**src/rtl/sifive_insight_hpm_counter_bank.sv**
```systemverilog
// sifive_insight_hpm_counter_bank
// Bank of NUM_COUNTERS hardware performance-monitor counters. Raw hart events
// are registered once (ev_q) and then masked per counter. Each counter either
// ORs its masked events (step 0/1) or adds their popcount. Software can
// rewrite the event select and preload the count.
// Optional feature macro: SIFIVE_INSIGHT_HPM_OVF_IRQ_EN enables the sticky
// overflow flags, ovf_clr and irq. Without the macro, counters wrap silently
// and ovf/irq are tied low.
module sifive_insight_hpm_counter_bank #(
    parameter int  NUM_COUNTERS  = 4,
    parameter int  COUNTER_WIDTH = 40,
    parameter int  NUM_EVENTS    = 24,
    localparam int IW            = (NUM_COUNTERS > 1) ? $clog2(NUM_COUNTERS) : 1
) (
    input  logic                                   clock,
    input  logic                                   reset,
    input  logic [NUM_EVENTS-1:0]                  events,
    input  logic [NUM_COUNTERS-1:0]                inhibit,
    input  logic                                   sel_we,
    input  logic [IW-1:0]                          sel_idx,
    input  logic [31:0]                            sel_wdata,
    input  logic                                   cnt_we,
    input  logic [IW-1:0]                          cnt_idx,
    input  logic [COUNTER_WIDTH-1:0]               cnt_wdata,
    input  logic [NUM_COUNTERS-1:0]                ovf_clr,
    output logic [32*NUM_COUNTERS-1:0]             event_sel,
    output logic [COUNTER_WIDTH*NUM_COUNTERS-1:0]  count,
    output logic [NUM_COUNTERS-1:0]                inc,
    output logic [NUM_COUNTERS-1:0]                ovf,
    output logic                                   irq
);

    localparam int SW = $clog2(NUM_EVENTS + 1);
    // Writable select bits: the event mask and the accumulate-mode bit.
    localparam logic [31:0] SEL_MASK =
        32'h8000_0000 | 32'((64'd1 << NUM_EVENTS) - 64'd1);

    logic [NUM_EVENTS-1:0]    r_ev_q;
    logic [31:0]              r_sel [NUM_COUNTERS];
    logic [COUNTER_WIDTH-1:0] r_cnt [NUM_COUNTERS];
    logic [NUM_COUNTERS-1:0]  r_inc;

    logic [NUM_EVENTS-1:0]    w_mask [NUM_COUNTERS];
    logic [SW-1:0]            w_step [NUM_COUNTERS];
    logic [COUNTER_WIDTH:0]   w_sum  [NUM_COUNTERS];
    logic [NUM_COUNTERS-1:0]  w_pre;
    logic [NUM_COUNTERS-1:0]  w_selw;
    logic [NUM_COUNTERS-1:0]  w_adv;
    logic [NUM_COUNTERS-1:0]  w_wrap;

    // Per-counter step, write decode and carry-extended next count.
    // Index compares against the loop bound also reject out-of-range indices.
    always_comb begin
        for (int unsigned i = 0; i < NUM_COUNTERS; i++) begin
            w_mask[i] = r_ev_q & r_sel[i][NUM_EVENTS-1:0];
            w_step[i] = '0;
            if (r_sel[i][31]) begin
                for (int unsigned j = 0; j < NUM_EVENTS; j++) begin
                    w_step[i] = w_step[i] + SW'(w_mask[i][j]);
                end
            end else begin
                w_step[i] = SW'(|w_mask[i]);
            end
            w_pre[i]  = cnt_we && (32'(cnt_idx) == i);
            w_selw[i] = sel_we && (32'(sel_idx) == i);
            w_adv[i]  = !inhibit[i] && (w_step[i] != '0) && !w_pre[i];
            w_sum[i]  = {1'b0, r_cnt[i]} + (COUNTER_WIDTH + 1)'(w_step[i]);
            w_wrap[i] = w_adv[i] && w_sum[i][COUNTER_WIDTH];
        end
    end

    // Event pipeline, select registers, counts and advance flags.
    always_ff @(posedge clock) begin
        if (reset) begin
            r_ev_q <= '0;
            r_inc  <= '0;
            for (int unsigned i = 0; i < NUM_COUNTERS; i++) begin
                r_sel[i] <= '0;
                r_cnt[i] <= '0;
            end
        end else begin
            r_ev_q <= events;
            r_inc  <= w_adv;
            for (int unsigned i = 0; i < NUM_COUNTERS; i++) begin
                if (w_selw[i]) begin
                    r_sel[i] <= sel_wdata & SEL_MASK;
                end
                if (w_pre[i]) begin
                    r_cnt[i] <= cnt_wdata;
                end else if (w_adv[i]) begin
                    r_cnt[i] <= w_sum[i][COUNTER_WIDTH-1:0];
                end
            end
        end
    end

    // Flatten register arrays onto the packed output buses.
    always_comb begin
        event_sel = '0;
        count     = '0;
        for (int unsigned i = 0; i < NUM_COUNTERS; i++) begin
            event_sel[32*i +: 32]                       = r_sel[i];
            count[COUNTER_WIDTH*i +: COUNTER_WIDTH]     = r_cnt[i];
        end
    end

    assign inc = r_inc;

`ifdef SIFIVE_INSIGHT_HPM_OVF_IRQ_EN
    logic [NUM_COUNTERS-1:0] r_ovf;

    // Sticky overflow: a wrap in the same cycle as a clear keeps the flag set.
    always_ff @(posedge clock) begin
        if (reset) begin
            r_ovf <= '0;
        end else begin
            r_ovf <= (r_ovf & ~ovf_clr) | w_wrap;
        end
    end

    assign ovf = r_ovf;
    assign irq = |r_ovf;

    logic w_unused;
    assign w_unused = ^sel_wdata;
`else
    assign ovf = '0;
    assign irq = 1'b0;

    logic w_unused;
    assign w_unused = ^{sel_wdata, ovf_clr, w_wrap};
`endif

endmodule

```
**config.mk**
```make
export PLATFORM = sky130hd
export DESIGN_NAME = sifive_insight_hpm_counter_bank
export DESIGN_NICKNAME = d
export VERILOG_FILES = /design/src/rtl/sifive_insight_hpm_counter_bank.sv
export SDC_FILE = /design/constraint.sdc
export NUM_CORES = 1
export LEC_CHECK = 0
export CORE_MARGIN = 5
export CORE_UTILIZATION = 25
export DETAILED_ROUTE_END_ITERATION = 12
export PLACE_DENSITY = 0.46
export SLEW_MARGIN = 20
export SYNTH_ARGS = -nofsm -noshare
export SYNTH_HDL_FRONTEND = slang
export SYNTH_SLANG_ARGS = --single-unit
```
**constraint.sdc**
```tcl
create_clock -name clock -period 14.55 [get_ports clock]
set_input_delay 2.1825 -clock clock [delete_from_list [all_inputs] [get_ports clock]]
set_output_delay 2.1825 -clock clock [all_outputs]
set_load 0.05 [all_outputs]
```
==> results.cfg, run 1 <==
[status]
status = completed

[clock_network]
insertion_delay_ns = 0.56
clk_pin_slew_worst_paths_ns = 0.06
cts_tree = built
cts.sinks = 288
htree_levels = 2
ctsLongestPathBuffers = 3
cts-root-buf = clkbuf_16
post_cts_buffers = 0
cts_made_buffers = 39
hold_buffers = 0
ctsResizeCount = 0

[worst_hold_path]
hold_path_depth = 2
worstHoldPathType = reg -> reg

[sta]
max_slew_margin_pct = 28.8
hold_violations = 0
finalCriticalPeriod_ns = 7.10
min_period_over_period_pct = 48.8
max_freq_mhz = 141
tightest_slew_ns = 1.06
setup_tns_ns = 0
slew_violations = 0
hold_ws_ns = 0.685
fin_skew_ns = 0.0150
setup_viol = 0
rsz0062_at_grt = no

[drt]
drt_iter0_drc = 1007
routed_wl_mm = 71.4
dr_total_vias = 14400
ant_nets = 0
wire_per_inst_um = 23.1
viasPerCell = 4.65
drc_errors = 0
dr.pass1.iters = 5

[power_and_ir_drop]
p_leak_nw = 8.87
powerDensity_nw_per_um2 = 146
ir_drop_mv = 0.0899

[synthesis]
synth-warning-count = 0
yosysUniqueCellTypes = 69
synth_seq_cells = 288
yosysTopAreaCell = edfxtp_1
synthArstFlopShare_pct = 0
synth.area.top_cells = edfxtp_1 43%, fa_1 8.0%, nand2_1 5.7%
syn_avg_cell_area_um2 = 10.4
synth_edf_count = 260
netlist_area_um2 = 18100
ys.flop_type = edfxtp_1
synth_top_area_share_pct = 43.2
syn_inst = 1741
ys_seq_area_share_pct = 46.3

[critical_path]
cp_data_required_time_ns = 14.83
max_stage_delay_ns = 0.85
path_buf_inv = 2
critPathLaunchType = flop
end_kind = flop
worst-path-stages = 20
cp.arrival_ns = 7.38
cp_top_family = adder cells
cp_slowest_cell = nor4b_2
crit_fanout = 10
critPathKind = reg -> reg
ff2ff_path_depth = 20
path_common_cell = fa_1
crit_chain = and2_1, fa_1, fa_1, inv_1, fa_1, fa_1, fa_1, inv_1, ha_1, fa_1, a21oi_1, nor2_1, o21a_1, ha_1, nand3_1, o2111ai_2, nor4b_2, nand4_1, xor2_1, o21ai_2

[grt]
antenna_found_initial = 10
grt_use_met1_pct = 21.6
grtUsageMet2_pct = 30.5
overflow = 0
grt_max_degree = 43
busiest_layer = met2
met3_usage_pct = 5.38
grt_pass1_wl_mm = 103
grt_pass1_vias = 15000
track_usage_pct = 17.7

[floorplan]
core_area_um2 = 71600
fp.dieW_um = 279
initial_core_util_pct = 25.2
die_h_um = 279
io_pins = 409
rows = 98
die_area_um2 = 77800

[final_layout]
drive_gt1_share_pct = 6.96
fillCellCount = 7284
ff_latch_area_um2 = 8370
syn2layout_area_growth_pct = 32.8
multi_input_area_um2 = 8940
fin_nets = 2343

[run]
maxCapViolCount = 0

[placed_design]
dp_hpwl_mm = 56.3
port_buffers = 364
gp_congestion = 0.913
stage by stage:
step	power (mW)	util (%)	instance area, um2	instances	setup WS [ns]
after global placement	2.53	31.7	22700	3020	7.56
after CTS	3.55	33.5	24000	3092	7.47
after detailed placement	2.54	31.7	22700	3020	7.48
after global routing	3.68	33.5	24000	3093	7.05
final	3.50	33.5	24000	3097	7.45
after floorplan	2.07	-	18200	1773	6.62
layout by cell type (no fill, tap or decap), types with 5 or more instances in the layout:
master	count
and2_1	148
a211oi_1	8
conb_1	33
clkbuf_1	11
a21o_1	9
clkdlybuf4s50_1	364
o21ai_1	41
diode_2	5
a31oi_1	6
nor3_2	5
xnor2_1	70
a21oi_1	20
clkinv_1	5
nand2_1	273
ha_1	48
o21ai_0	89
and3_1	15
nor3_1	27
and4_1	13
nor4_1	7
clkbuf_16	40
inv_1	114
nand4_1	50
dfxtp_1	28
o21ai_2	39
nand3_1	61
edfxtp_1	260
nor2b_1	34
nand2b_1	7
buf_4	19
a22oi_1	9
bufinv_16	5
clkinv_2	8
xor2_1	88
and2_2	7
nor2_1	51
fa_1	72
where the power goes:
part	internal, mW	switching [mW]	leakage, nW
combinational	0.433	0.863	5.28
clock	0.600	0.391	0.634
sequential	1.06	0.155	2.96
total	2.09	1.41	8.87
worst reg2reg max path: cells and delay by family, from the launching register on:
kind / cells / cell delay [ns]
compound gates: 4 / 0.99
xor+xnor: 1 / 0.21
fa+ha+maj: 8 / 3.50
buf+inv: 2 / 0.09
flops: 1 / 0.52
simple gates: 5 / 1.50
per-layer routing:
| metal | routed length [um] | part of all wire [%] | vias to the layer above |
|---|---|---|---|
| li1 | - | - | 6713 |
| met4 | 1760 | 2.5 | 10 |
| met3 | 6080 | 8.5 | 105 |
| met2 | 35000 | 49 | 546 |
| met1 | 28500 | 40 | 7018 |
| met5 | 72 | 0.10 | - |
cell families (layout without fill, tap and decap cells):
| kind of cell | after synthesis | after routing | share of synthesized area, % |
|---|---|---|---|
| other cells | 1 | 38 | 0.0207 |
| buf+inv | 201 | 570 | 5.33 |
| xor+xnor | 158 | 158 | 7.65 |
| fa+ha+maj | 120 | 120 | 11.3 |
| compound gates | 250 | 250 | 8.84 |
| flops | 288 | 288 | 46.3 |
| mux | 1 | 1 | 0.0554 |
| simple gates | 722 | 722 | 20.5 |
area by class of cell:
cell class | instances | area share [%]
Tap cell | 950 | 4.95
Multi-Input combinational cell | 1284 | 37.2
Sequential cell | 288 | 34.8
Antenna cell | 5 | 0.0521
Timing Repair Buffer | 383 | 15.8
Clock inverter | 20 | 0.974
Clock buffer | 52 | 4.40
Inverter | 115 | 1.80
Yosys cell counts, types with 2 or more instances:
library cell	instances
nor4_1	7
a222oi_1	4
ha_1	48
and2_2	7
and3_1	15
inv_1	114
o21ai_2	39
buf_2	11
a211oi_1	8
and2_1	148
nor4_2	2
o21bai_1	8
or4_1	3
nor3_1	31
nand4_1	50
dfxtp_1	28
fa_1	72
a31oi_1	6
nor2b_1	34
o21ai_0	91
nor2_1	52
o21ai_1	41
a22oi_1	9
and4_1	13
a21oi_1	20
buf_12	4
nand3_1	61
and2_0	2
buf_4	33
edfxtp_1	260
nand2_1	274
clkbuf_1	32
xnor2_1	70
o211ai_1	2
or4bb_1	3
a21o_1	9
clkbuf_2	5
nand2b_1	7
xor2_1	88
flip-flops by register name (all words and copies together) (netlist names):
signal,flops
inc,4
r_cnt,160
r_ev_q,24
r_sel,100
worst paths after layout:
| path | startpoint | end | slack [ns] |
|---|---|---|---|
| setup / recovery | r_ev_q[11] | r_cnt[1][31] | 7.45 |
| setup reg to reg | r_ev_q[11] | r_cnt[1][31] | 7.45 |
| hold / removal | r_cnt[2][29] | r_cnt[2][29] | 0.69 |
| hold reg to reg | r_cnt[2][29] | r_cnt[2][29] | 0.69 |
Note: power is estimated with default switching activity, not from simulation.
==> inputs of run 2 (changes only) <==
PLACE_DENSITY = 0.47   (was 0.46)
clock period = 5.7 ns   (was 14.55 ns; I/O delays follow)
==> results.cfg, run 2 (same netlist as run 1, synthesis figures left out) <==
[drt]
viasPerCell = 4.67
drt_iter0_drc = 956
drc_errors = 0
dr.pass1.iters = 5
routed_wl_mm = 76.3
dr_total_vias = 15400
wire_per_inst_um = 23.1
ant_nets = 0

[floorplan]
initial_core_util_pct = 25.2
fp.dieW_um = 279
die_h_um = 279
die_area_um2 = 77800
rows = 98
io_pins = 409
core_area_um2 = 71600

[sta]
finalCriticalPeriod_ns = 5.91
tightest_slew_ns = 1.35
max_freq_mhz = 169
rsz0062_at_grt = yes
min_period_over_period_pct = 104
layout_setup_ws_ns = -0.208
fin_skew_ns = 0.0151
setup_viol = 98
max_slew_margin_pct = 9.36
hold_violations = 0
slew_violations = 0

[clock_network]
htree_levels = 2
hold_buffers = 0
cts_made_buffers = 37
cts.sinks = 288
cts-root-buf = clkbuf_16
cts_tree = built
insertion_delay_ns = 0.54
clk_pin_slew_worst_paths_ns = 0.06
ctsLongestPathBuffers = 3

[power_and_ir_drop]
p_sw_share_pct = 40.3
powerDensity_nw_per_um2 = 349
ir_drop_mv = 0.219
seqPwrFrac_pct = 32.4
clockPowerShare_pct = 24.1
p_leak_nw = 10.5
p_switching_mw = 3.91
power.internal_mw = 5.78
pwr-share-comb_pct = 43.4

[placed_design]
port_buffers = 364
dp_hpwl_mm = 58.1
dp_slack_ns = -0.412
gp_congestion = 0.975

[critical_path]
critPathLaunchType = flop
cp.arrival_ns = 6.20
cp_data_required_time_ns = 5.99
critPathKind = reg -> reg
crit_fanout = 7
end_kind = flop

[run]
maxCapViolCount = 0

[status]
status = complete, but fails checks
failed_checks = setup timing

[final_layout]
largest_register = r_cnt
drive_gt1_share_pct = 26.6
final_cell_mix = 364 x clkdlybuf4s50_1, 260 x edfxtp_1, 244 x nand2_1, 147 x buf_4, 118 x and2_1
fin_nets = 2551
largest_reg_flops = 160
fillCellCount = 7023
final_common_cell = clkdlybuf4s50_1
reg.largest.list = r_cnt x160, r_sel x100, r_ev_q x24
syn2layout_area_growth_pct = 53.6
utilization_pct = 38.8

[grt]
antenna_found_initial = 7
grt_pass1_wl_mm = 107
grt_max_degree = 42
overflow = 0
grt_pass1_vias = 15800
track_usage_pct = 18.4

[worst_hold_path]
worstHoldPathType = reg -> reg
run 2: cell types whose count changed in the layout (fill, tap and decap cells not counted), sizes merged, moves of 3 or more:
| cell | before | now |
|---|---|---|
| clkbuf | 52 | 64 |
| clkinv | 14 | 6 |
| buf | 19 | 220 |
| bufinv | 5 | 2 |
run 2: through the flow:
step | hold slack, ns | TNS (ns) | instance area, um2 | total power [mW] | std cells
final | 0.647 | -5.79 | 27800 | 9.68 | 3301
after global routing | 0.699 | -30.43 | 27800 | 10.1 | 3297
after CTS | 0.682 | -3.77 | 26300 | 9.42 | 3253
after detailed placement | 0.668 | -32.02 | 24300 | 6.84 | 3165
after global placement | 0.643 | -26.06 | 24300 | 6.80 | 3165
after floorplan | 0.961 | -5.58 | 18600 | 5.39 | 1773
run 2: final cells by class:
| cell class | instances | area (um2) | share of cell area [%] |
|---|---|---|---|
| Tap cell | 950 | 1190 | 4.28 |
| Sequential cell | 288 | 8390 | 30.2 |
| Clock inverter | 11 | 113 | 0.406 |
| Multi-Input combinational cell | 1285 | 10500 | 38.0 |
| Timing Repair Buffer | 592 | 6030 | 21.7 |
| Inverter | 115 | 432 | 1.55 |
| Antenna cell | 4 | 10.0 | 0.0360 |
| Clock buffer | 56 | 1060 | 3.82 |
run 2: routing by layer:
metal / GRT usage [%] / part of all wire [%] / up-vias
met3: 4.21 / 7.0 / 112
met1: 23.1 / 41 / 7576
met2: 32.0 / 49 / 605
li1: - / - / 7123
met4: 4.49 / 2.4 / 8
met5: 0 / 0.062 / -
run 2: repair_timing:
item,in CTS,in global routing
endpoints found under the hold margin,0,0
setup buffers,18,33
gates cloned,3,11
endpoints found under the setup margin,137,190
pin swaps,65,145
gates resized for setup,151,235
run 2: path summary, 6_finish.rpt:
check | slack [ns] | cells past startpoint | start | end
hold reg to reg | 0.65 | 2 | r_cnt[3][39] | r_cnt[3][39]
hold / removal | 0.65 | 2 | r_cnt[3][39] | r_cnt[3][39]
setup / recovery | -0.21 | 23 | r_ev_q[0] | r_cnt[2][35]
setup reg to reg | -0.21 | 23 | r_ev_q[0] | r_cnt[2][35]
run 2: power groups by stage:
stage,Clock [mW],Combinational (mW),Sequential (mW)
floorplan,0,1.33,4.06
global placement,0,3.67,3.14
detailed placement,0,3.70,3.14
CTS,2.40,3.91,3.11
global route,2.47,4.48,3.18
finish,2.34,4.21,3.14
run 2: critical path: stages, from the launching register on:
cell	delay [ns]
dfxtp_4	0.36
buf_6	0.12
buf_12	0.11
and2_4	0.14
fa_1	0.54
inv_1	0.05
fa_2	0.42
fa_1	0.59
fa_2	0.45
fa_1	0.51
inv_2	0.06
ha_4	0.16
fa_2	0.52
and2_4	0.17
buf_12	0.10
ha_4	0.19
a21oi_4	0.20
nor2_4	0.06
o311ai_2	0.30
buf_6	0.22
buf_4	0.13
nor3_2	0.04
xnor2_1	0.15
o21ai_1	0.07
==> inputs of run 3 (changes only) <==
CORE_ASPECT_RATIO = 0.9   (was unset)
TNS_END_PERCENT = 50   (was unset)
==> results.cfg, run 3 (same netlist as run 1, synthesis figures left out) <==
[sta]
min_period_over_period_pct = 105
fin_skew_ns = 0.0430
layout_setup_ws_ns = -0.268
max_slew_margin_pct = 5.18
hold_violations = 0
hold_ws_ns = 0.691
rsz0062_at_grt = yes
slew_violations = 0
setup_viol = 55
setup_tns_ns = -5.21
tightest_slew_ns = 1.41
max_freq_mhz = 168
finalCriticalPeriod_ns = 5.97

[critical_path]
reg2reg_slack_ns = -0.27
cp_data_required_time_ns = 6.01
cp.arrival_ns = 6.28
critPathLaunchType = flop
crit_fanout = 5
critPathKind = reg -> reg
r2r-start = r_sel[0][11]
ff2ff_path_depth = 21
setup.worst_path.start = r_sel[0][11]
worstSetupEndpoint = r_cnt[0][29]
r2r-end = r_cnt[0][29]
end_kind = flop

[floorplan]
die_area_um2 = 77800
core_area_um2 = 71700
initial_core_util_pct = 25.2
io_pins = 409
die_h_um = 265
fp.dieW_um = 293
rows = 93

[power_and_ir_drop]
ir_drop_mv = 0.198
powerDensity_nw_per_um2 = 349
p_leak_nw = 10.1
p_total_mw = 9.36

[grt]
overflow = 0
antenna_found_initial = 4
grt_max_degree = 42
track_usage_pct = 17.7
grt_pass1_vias = 15600
grt_pass1_wl_mm = 104

[placed_design]
port_buffers = 364
place_area_um2 = 24200
gp_congestion = 0.909
place_inst = 3156
dp_hpwl_mm = 55.4

[drt]
viasPerCell = 4.60
ant_nets = 0
drc_errors = 0
dr_total_vias = 15000
drt_iter0_drc = 972
wire_per_inst_um = 22.0
dr.pass1.iters = 5
routed_wl_mm = 71.6

[clock_network]
clk_pin_slew_worst_paths_ns = 0.07
insertion_delay_ns = 0.56
hold_buffers = 0
cts_made_buffers = 37
htree_levels = 2
cts.sinks = 288
cts_tree = built
cts-root-buf = clkbuf_16
ctsLongestPathBuffers = 3

[status]
failed_checks = setup timing
status = complete, but fails checks

[final_layout]
drive_gt1_share_pct = 23.9
final_cell_count_no_fill = 3257
largest_reg_flops = 160
syn2layout_area_growth_pct = 48.5
largest_register = r_cnt
final_area_um2 = 26800
final_cell_mix = 364 x clkdlybuf4s50_1, 260 x edfxtp_1, 254 x nand2_1, 148 x buf_4, 117 x and2_1
fin_nets = 2513
final_common_cell = clkdlybuf4s50_1
reg.largest.list = r_cnt x160, r_sel x100, r_ev_q x24
antennaDiodeCount = 0

[run]
maxCapViolCount = 0

[worst_hold_path]
worstHoldPathType = reg -> reg
run 3: cell count changes in the layout (fill, tap and decap cells not counted), moves of 5 or more:
cell,previous run,this run
clkbuf_16,47,37
buf_12,21,14
nor2_1,23,28
nand2_1,244,254
buf_6,46,25
nand2_2,22,14
nand3_4,12,3
o21bai_2,5,0
o21ai_1,90,74
nand3_1,30,39
xnor2_2,18,13
o21ai_0,30,48
run 3: final cells by class:
| class | instances | area, um2 |
|---|---|---|
| fillers | 7137 | 44800 |
| multi-input cells | 1285 | 10300 |
| flip-flops and latches | 288 | 8380 |
| repair buffers | 554 | 5390 |
| well taps | 950 | 1190 |
| clock buffers | 56 | 1050 |
| inverters | 115 | 432 |
| clock inverters | 9 | 87.6 |
run 3: per-layer routing:
| metal | GRT usage [%] | routed length (um) | vias up | share of wire [%] |
|---|---|---|---|---|
| met5 | 0 | 49 | - | 0.068 |
| met4 | 3.82 | 1590 | 8 | 2.2 |
| met3 | 4.35 | 5630 | 86 | 7.9 |
| met2 | 27.9 | 32100 | 492 | 45 |
| met1 | 24.7 | 32200 | 7354 | 45 |
| li1 | - | - | 7031 | - |
run 3: metrics by stage:
step | utilization, % | setup WS [ns]
final | 37.5 | -0.268
after global routing | 37.5 | -0.415
after CTS | 36.4 | -0.258
after detailed placement | 33.7 | -0.472
after global placement | 33.7 | -0.391
after floorplan | - | -0.354
run 3: report_power, final:
part | total [mW] | switching [mW] | internal, mW
logic | 3.98 | 2.44 | 1.55
clock network | 2.24 | 0.965 | 1.28
registers | 3.14 | 0.431 | 2.70
total | 9.36 | 3.83 | 5.53
run 3: critical path, stage by stage, from the launching register on:
cell	delay (ns)
edfxtp_1	0.39
and2_4	0.16
fa_1	0.48
fa_1	0.54
inv_2	0.05
fa_1	0.56
fa_1	0.43
fa_1	0.51
inv_2	0.05
ha_4	0.15
fa_2	0.35
a21o_1	0.18
a21oi_2	0.18
nor2b_4	0.08
ha_4	0.29
nand2_2	0.05
or3b_4	0.42
a21bo_4	0.27
buf_6	0.14
nor3_4	0.20
xnor2_2	0.14
o21ai_1	0.08
run 3: how the worst min path moves through the flow:
stage / startpoint / end / depth (start not counted)
CTS: r_cnt[3][34] / r_cnt[3][34] / 2
detailed placement: r_cnt[3][34] / r_cnt[3][34] / 2
floorplan: r_cnt[1][39] / r_cnt[1][39] / 2
global placement: r_cnt[0][39] / r_cnt[0][39] / 2
global route: r_cnt[3][34] / r_cnt[3][34] / 2
finish: r_cnt[0][39] / r_cnt[0][39] / 2
run 3: timing repair:
action / in CTS / in global routing
setup buffers: 17 / 18
gates resized for setup: 172 / 143
pin swaps: 79 / 99
endpoints found under the setup margin: 137 / 146
gates cloned: 4 / 0
